==> src/rtl/present_round_ctrl_pkg.sv <==
// Shared definitions for the PRESENT round controller: FSM state encoding,
// default round/latency values and a width helper.
package present_round_ctrl_pkg;

    typedef enum logic [1:0] {
        StIdle = 2'd0,
        StLoad = 2'd1,
        StRun  = 2'd2,
        StFin  = 2'd3
    } state_e;

    localparam int unsigned PresentRounds  = 31;
    localparam int unsigned DefaultSboxLat = 2;

    // Bits needed to count 0..n-1, never less than one.
    function automatic int unsigned min_width(input int unsigned n);
        return (n <= 1) ? 1 : $clog2(n);
    endfunction

endpackage

==> src/rtl/present_round_ctrl_if.sv <==
// Handshake/strobe bundle between the round controller and the state/key
// register arrays. master = requester driving start, slave = controller.
interface present_round_ctrl_if #(
    parameter int unsigned CNT_W = 5
);
    logic             start;
    logic             busy;
    logic             sel_load;
    logic             round_en;
    logic [CNT_W-1:0] round_cnt;
    logic             last_round;
    logic             done;

    modport master (
        output start,
        input  busy, sel_load, round_en, round_cnt, last_round, done
    );

    modport slave (
        input  start,
        output busy, sel_load, round_en, round_cnt, last_round, done
    );
endinterface

==> src/rtl/present_lat_ctr.sv <==
// Modulo-SBOX_LAT counter tracking cycles spent inside one round of the
// pipelined shared S-box. tc flags the cycle the S-box output is valid.
module present_lat_ctr
    import present_round_ctrl_pkg::*;
#(
    parameter int unsigned SBOX_LAT = DefaultSboxLat,
    parameter int unsigned LAT_W    = 2
) (
    input  logic clk,
    input  logic rst_n,
    input  logic clr,
    input  logic en,
    output logic tc
);

    if (SBOX_LAT < 1) begin : g_lat_chk
        $error("present_lat_ctr: SBOX_LAT must be >= 1");
    end
    if (LAT_W < min_width(SBOX_LAT)) begin : g_width_chk
        $error("present_lat_ctr: LAT_W too small for SBOX_LAT");
    end

    localparam logic [LAT_W-1:0] LastCnt = LAT_W'(SBOX_LAT - 1);

    logic [LAT_W-1:0] cnt_q;

    assign tc = (cnt_q == LastCnt);

    // Count 0..SBOX_LAT-1 while enabled, wrapping on terminal count.
    always_ff @(posedge clk) begin
        if (!rst_n || clr) begin
            cnt_q <= '0;
        end else if (en) begin
            cnt_q <= tc ? '0 : cnt_q + LAT_W'(1);
        end
    end

endmodule

==> src/rtl/present_round_ctrl.sv <==
// Round controller for the masked PRESENT core: sequences load, ROUNDS
// S-box rounds and the final key addition, and drives the sel line of the
// state/key flop arrays (1 = external shares, 0 = round feedback).
module present_round_ctrl
    import present_round_ctrl_pkg::*;
#(
    parameter int unsigned ROUNDS   = PresentRounds,
    parameter int unsigned SBOX_LAT = DefaultSboxLat,
    parameter int unsigned CNT_W    = 5,
    parameter int unsigned LAT_W    = 2
) (
    input logic                 clk,
    input logic                 rst_n,
    present_round_ctrl_if.slave bus
);

    if (CNT_W < $clog2(ROUNDS + 1)) begin : g_cnt_chk
        $error("present_round_ctrl: CNT_W too small for ROUNDS");
    end

    localparam logic [CNT_W-1:0] LastRound = CNT_W'(ROUNDS);

    state_e           state_q;
    logic [CNT_W-1:0] round_q;
    logic             in_run;
    logic             lat_clr;
    logic             lat_tc;

    assign in_run  = (state_q == StRun);
    assign lat_clr = !in_run;

    present_lat_ctr #(
        .SBOX_LAT (SBOX_LAT),
        .LAT_W    (LAT_W)
    ) u_lat_ctr (
        .clk   (clk),
        .rst_n (rst_n),
        .clr   (lat_clr),
        .en    (in_run),
        .tc    (lat_tc)
    );

    // FSM and round counter; round_cnt is 1 from LOAD onwards and holds
    // ROUNDS through FIN, returning to 0 only on re-entry to IDLE.
    always_ff @(posedge clk) begin
        if (!rst_n) begin
            state_q <= StIdle;
            round_q <= '0;
        end else begin
            unique case (state_q)
                StIdle: begin
                    if (bus.start) begin
                        state_q <= StLoad;
                        round_q <= CNT_W'(1);
                    end
                end
                StLoad: begin
                    state_q <= StRun;
                end
                StRun: begin
                    if (lat_tc) begin
                        if (round_q == LastRound) begin
                            state_q <= StFin;
                        end else begin
                            round_q <= round_q + CNT_W'(1);
                        end
                    end
                end
                StFin: begin
                    state_q <= StIdle;
                    round_q <= '0;
                end
                default: begin
                    state_q <= StIdle;
                    round_q <= '0;
                end
            endcase
        end
    end

    // Outputs decode registered state only, so start never reaches them combinationally.
    assign bus.busy       = (state_q != StIdle);
    assign bus.sel_load   = (state_q == StLoad);
    assign bus.round_en   = in_run && lat_tc;
    assign bus.round_cnt  = round_q;
    assign bus.last_round = (state_q == StFin);
    assign bus.done       = (state_q == StFin);

endmodule

==> src/flat_wrapper.sv <==
// flat-port wrapper written by rule: the top's interface ports become plain ports
module present_round_ctrl_flat import present_round_ctrl_pkg::*;
#(
    parameter int unsigned ROUNDS   = PresentRounds,
    parameter int unsigned SBOX_LAT = DefaultSboxLat,
    parameter int unsigned CNT_W    = 5,
    parameter int unsigned LAT_W    = 2
)
  (clk, rst_n, bus_start, bus_busy, bus_sel_load, bus_round_en, bus_round_cnt, bus_last_round, bus_done);
  present_round_ctrl_if #(.CNT_W(CNT_W)) bus_i ();
  input logic clk;
  input logic rst_n;
  input wire logic [$bits(bus_i.start)-1:0] bus_start;
  output wire logic [$bits(bus_i.busy)-1:0] bus_busy;
  output wire logic [$bits(bus_i.sel_load)-1:0] bus_sel_load;
  output wire logic [$bits(bus_i.round_en)-1:0] bus_round_en;
  output wire logic [$bits(bus_i.round_cnt)-1:0] bus_round_cnt;
  output wire logic [$bits(bus_i.last_round)-1:0] bus_last_round;
  output wire logic [$bits(bus_i.done)-1:0] bus_done;
  assign bus_i.start = bus_start;
  assign bus_busy = bus_i.busy;
  assign bus_sel_load = bus_i.sel_load;
  assign bus_round_en = bus_i.round_en;
  assign bus_round_cnt = bus_i.round_cnt;
  assign bus_last_round = bus_i.last_round;
  assign bus_done = bus_i.done;
  present_round_ctrl #(.ROUNDS(ROUNDS), .SBOX_LAT(SBOX_LAT), .CNT_W(CNT_W), .LAT_W(LAT_W)) u_core (.clk(clk), .rst_n(rst_n), .bus(bus_i));
endmodule
==> config.mk <==
export PLATFORM = sky130hd
export DESIGN_NAME = present_round_ctrl_flat
export DESIGN_NICKNAME = d
export VERILOG_FILES = /design/src/rtl/present_round_ctrl_pkg.sv /design/src/rtl/present_round_ctrl_if.sv /design/src/rtl/present_lat_ctr.sv /design/src/rtl/present_round_ctrl.sv /design/src/flat_wrapper.sv
export SDC_FILE = /design/constraint.sdc
export NUM_CORES = 1
export LEC_CHECK = 0
export ABC_AREA = 1
export CORE_MARGIN = 2
export CORE_UTILIZATION = 35
export DETAILED_ROUTE_END_ITERATION = 7
export PLACE_DENSITY = 0.63
export SYNTH_ARGS = -nofsm -noshare
export SYNTH_HDL_FRONTEND = slang
export SYNTH_SLANG_ARGS = --single-unit
export TNS_END_PERCENT = 5
==> constraint.sdc <==
create_clock -name clk -period 1.5 [get_ports clk]
set_input_delay 0.3 -clock clk [delete_from_list [all_inputs] [get_ports clk]]
set_output_delay 0.3 -clock clk [all_outputs]
set_load 0.01 [all_outputs]
==> impl_metrics.prom <==
# TYPE chip_impl_metric gauge
chip_impl_info{name="cp_class",value="register to output pin"} 1
chip_impl_metric{name="drt_iter0_drc",unit=""} 9
chip_impl_metric{name="htree_num_levels",unit=""} 1
chip_impl_metric{name="totalPowerFinal",unit="mW"} 1.20
chip_impl_metric{name="gp_congestion",unit=""} 0.754
chip_impl_metric{name="synth_seq_cells",unit=""} 9
chip_impl_metric{name="dr_total_vias",unit=""} 574
chip_impl_metric{name="pwr_density_cell",unit="nW/um^2"} 1430
chip_impl_info{name="worst_path_max_delay_cell",value="clkdlybuf4s50_1"} 1
chip_impl_metric{name="insertedDiodeCount",unit=""} 0
chip_impl_metric{name="post_synth.cell_area_avg",unit="sq um"} 6.95
chip_impl_metric{name="cellLeakagePower",unit="nW"} 0.478
chip_impl_metric{name="synth_cells",unit=""} 81
chip_impl_metric{name="core_box_area",unit="sq um"} 1510
chip_impl_metric{name="hpwlAfterDp",unit="um"} 918
chip_impl_info{name="rsz0062_at_grt",value="yes"} 1
chip_impl_metric{name="track_usage",unit="%"} 13.9
chip_impl_info{name="synth_area_leaders",value="dfxtp_1 32%, ha_1 18%, nand2_1 17%"} 1
chip_impl_metric{name="synthDistinctLibCells",unit=""} 14
chip_impl_metric{name="first_global_vias",unit=""} 467
chip_impl_info{name="layout_commonest_cell",value="nand2_1"} 1
chip_impl_metric{name="ios",unit=""} 13
chip_impl_metric{name="timing.max_slew.rel_slack",unit="%"} 86.3
chip_impl_metric{name="final.period_utilization",unit="%"} 97.6
chip_impl_metric{name="synthesis.area",unit="sq um"} 563
chip_impl_metric{name="synth_nets",unit=""} 92
chip_impl_metric{name="synth_largest_type_area_fraction",unit="%"} 32.0
chip_impl_info{name="cts.root.buffer_cell",value="clkbuf_4"} 1
chip_impl_metric{name="dieArea",unit="sq um"} 1950
chip_impl_metric{name="power.internal",unit="mW"} 0.722
chip_impl_metric{name="place_ws",unit="ns"} -0.0396
chip_impl_metric{name="fmaxAchievable",unit="MHz"} 683
chip_impl_metric{name="drive_above_1_share",unit="%"} 31.8
chip_impl_info{name="setup.worst_path.start_class",value="register"} 1
chip_impl_metric{name="critPathRequiredTime",unit="ns"} 1.20
chip_impl_info{name="layout.cells.most_common_list",value="23 x nand2_1, 11 x buf_4, 10 x inv_1, 8 x nor2_1, 6 x ha_1"} 1
chip_impl_info{name="crit_path_cell_trace",value="clkdlybuf4s50_1"} 1
chip_impl_metric{name="synth_sequential_area_ratio",unit="%"} 32.0
chip_impl_metric{name="post-route-drc-count",unit=""} 0
chip_impl_metric{name="clkTransAtPathRegs",unit="ns"} 0.06
chip_impl_metric{name="worst_slew_pin_slew",unit="ns"} 0.205
chip_impl_metric{name="final-setup-viol-count",unit=""} 0
chip_impl_metric{name="grt_pass1_wl",unit="um"} 1930
chip_impl_metric{name="worst_clock_skew",unit="ns"} 0.00633
chip_impl_metric{name="routed_wirelength",unit="um"} 1190
chip_impl_metric{name="start_util",unit="%"} 37.4
chip_impl_metric{name="globalRoute.totalOverflow",unit=""} 0
chip_impl_metric{name="fin_cells",unit=""} 123
chip_impl_metric{name="fin_nets",unit=""} 119
chip_impl_metric{name="vias_per_cell",unit=""} 4.67
chip_impl_metric{name="finalWorstSetupSlack",unit="ns"} 0.0358
chip_impl_metric{name="sequentialPowerShare",unit="%"} 27.6
chip_impl_metric{name="power.share.combinational",unit="%"} 56.3
chip_impl_metric{name="placed_cells",unit=""} 118
chip_impl_info{name="critical_path.endpoint_type",value="output pin"} 1
chip_impl_metric{name="clock_power_share",unit="%"} 16.2
chip_impl_metric{name="cp_data_arrival_time",unit="ns"} 1.16
chip_impl_metric{name="clkSinkCount",unit=""} 9
chip_impl_metric{name="route.detailed.wl_per_inst",unit="um"} 9.69
chip_impl_metric{name="report.final.hold_viol_count",unit=""} 0
chip_impl_info{name="synthDominantAreaCellType",value="dfxtp_1"} 1
chip_impl_metric{name="max_slew_vio_count",unit=""} 0
chip_impl_metric{name="dieHeight",unit="um"} 44.1
chip_impl_info{name="tritoncts",value="yes"} 1
chip_impl_metric{name="placement.io_buffers",unit=""} 12
chip_impl_info{name="hold_class",value="register to register"} 1
chip_impl_metric{name="fp-row-count",unit=""} 14
chip_impl_metric{name="clkLatencyLatePin",unit="ns"} 0.27
chip_impl_metric{name="netSwitchingPower",unit="mW"} 0.483
chip_impl_metric{name="final.setup.tns",unit="ns"} 0
chip_impl_metric{name="peakVddDrop",unit="uV"} 664
chip_impl_metric{name="highest_cell_delay_on_the_worst_timing_path",unit="ns"} 0.54
chip_impl_metric{name="maxCapViolCount",unit=""} 0
chip_impl_metric{name="number_of_antenna_violations_at_the_first_check_in_global_routing",unit=""} 0
chip_impl_metric{name="drtPass1Iterations",unit=""} 4
chip_impl_metric{name="detail-route-antenna-nets",unit=""} 0
chip_impl_metric{name="yosysWarnings",unit=""} 0
chip_impl_metric{name="critical_path.n_buffers_inverters",unit=""} 1
chip_impl_metric{name="shortest_period_the_worst_path_allows",unit="ns"} 1.46
chip_impl_info{name="result_of_the_run",value="finished clean"} 1
chip_impl_metric{name="critical_path_peak_fanout",unit=""} 3
chip_impl_metric{name="sw_frac_of_total",unit="%"} 40.1
chip_impl_metric{name="syn_to_final_growth",unit="%"} 50.0
chip_impl_metric{name="max-clock-path-buffers",unit=""} 2
chip_impl_metric{name="die_width",unit="um"} 44.1
chip_impl_metric{name="maximum_number_of_pins_on_one_net_before_global_route_repair",unit=""} 7
chip_impl_metric{name="cts-buffers-inserted",unit=""} 3
chip_impl_info{name="cp_top_family",value="buffers and inverters"} 1
chip_impl_metric{name="post_cts_hold_buffer_count",unit=""} 0
==> Yosys cell counts <==
master / n
a31oi_1: 1
ha_1: 8
nand3_1: 6
buf_4: 1
inv_1: 12
dfxtp_1: 9
nor2_1: 10
or2_1: 1
a21oi_2: 1
nand4_1: 3
nor3_1: 1
nand2_1: 25
clkbuf_8: 1
a21oi_1: 2
==> power groups by stage <==
stage	Combinational [mW]	Clock, mW	Sequential [mW]
2_1_floorplan	0.341	0	0.326
3_3_place_gp	0.625	0	0.318
3_5_place_dp	0.629	0	0.318
4_1_cts	0.595	0.204	0.316
5_1_grt	0.764	0.220	0.340
6_report	0.677	0.195	0.332
==> registers in the layout, summed over array words and instances (netlist names) <==
| signal | count |
|---|---|
| u_core.bus.round_cnt | 5 |
| u_core.state_q | 2 |
| u_core.u_lat_ctr.cnt_q | 2 |
==> cell type report <==
type	instances	area, sq um
inverters	12	45.0
multi-input cells	58	365
well taps	16	20.0
repair buffers	24	200
flip-flops and latches	9	188
fillers	146	662
clock buffers	4	26.3
==> kinds of logic after synthesis <==
kind of cell / count (synthesis) / synth area share, %
compound gates: 4 / 4.45
simple gates: 46 / 34.0
fa+ha+maj: 8 / 17.8
buf+inv: 14 / 11.8
flops: 9 / 32.0
==> final timing paths <==
kind	cells after the start	slack, ns	end	start
max	1	0.04	bus_round_cnt[3]	u_core.bus.round_cnt[3]
min reg2reg	1	0.44	u_core.u_lat_ctr.cnt_q[0]	u_core.u_lat_ctr.cnt_q[0]
min	1	0.44	u_core.u_lat_ctr.cnt_q[0]	u_core.u_lat_ctr.cnt_q[0]
max reg2reg	8	0.09	u_core.bus.round_cnt[4]	u_core.bus.round_cnt[0]
==> per-layer routing <==
metal / GRT usage (%) / vias to the layer above / wire length [um]
met5: 0 / - / 0
met3: 6.12 / 3 / 62
met4: 5.45 / 0 / 18
li1: - / 306 / -
met2: 19.1 / 13 / 532
met1: 18.9 / 252 / 578
==> worst register-to-register path, stage by stage, from the launching register on <==
cell,delay (ns)
dfxtp_4,0.36
ha_4,0.16
nand2_2,0.07
nor2_2,0.04
ha_2,0.17
or2_1,0.27
nor2_2,0.13
nand3_1,0.08
nand2_1,0.07
==> per-stage QoR <==
stage / area (sq um) / hold slack [ns] / util (%)
after CTS: 787 / 0.442 / 52.2
final: 845 / 0.438 / 56.1
after floorplan: 563 / 0.414 / -
after global routing: 845 / 0.476 / 56.1
after detailed placement: 764 / 0.432 / 50.7
after global placement: 764 / 0.424 / 50.7
==> timing repair <==
action                                  CTS  global route
setup buffers                             0             1
gates resized for setup                  11            25
endpoints found under the setup margin    7            15
pin swaps                                 0             2
gates cloned                              0             0
(Power assumes the default switching activity.)
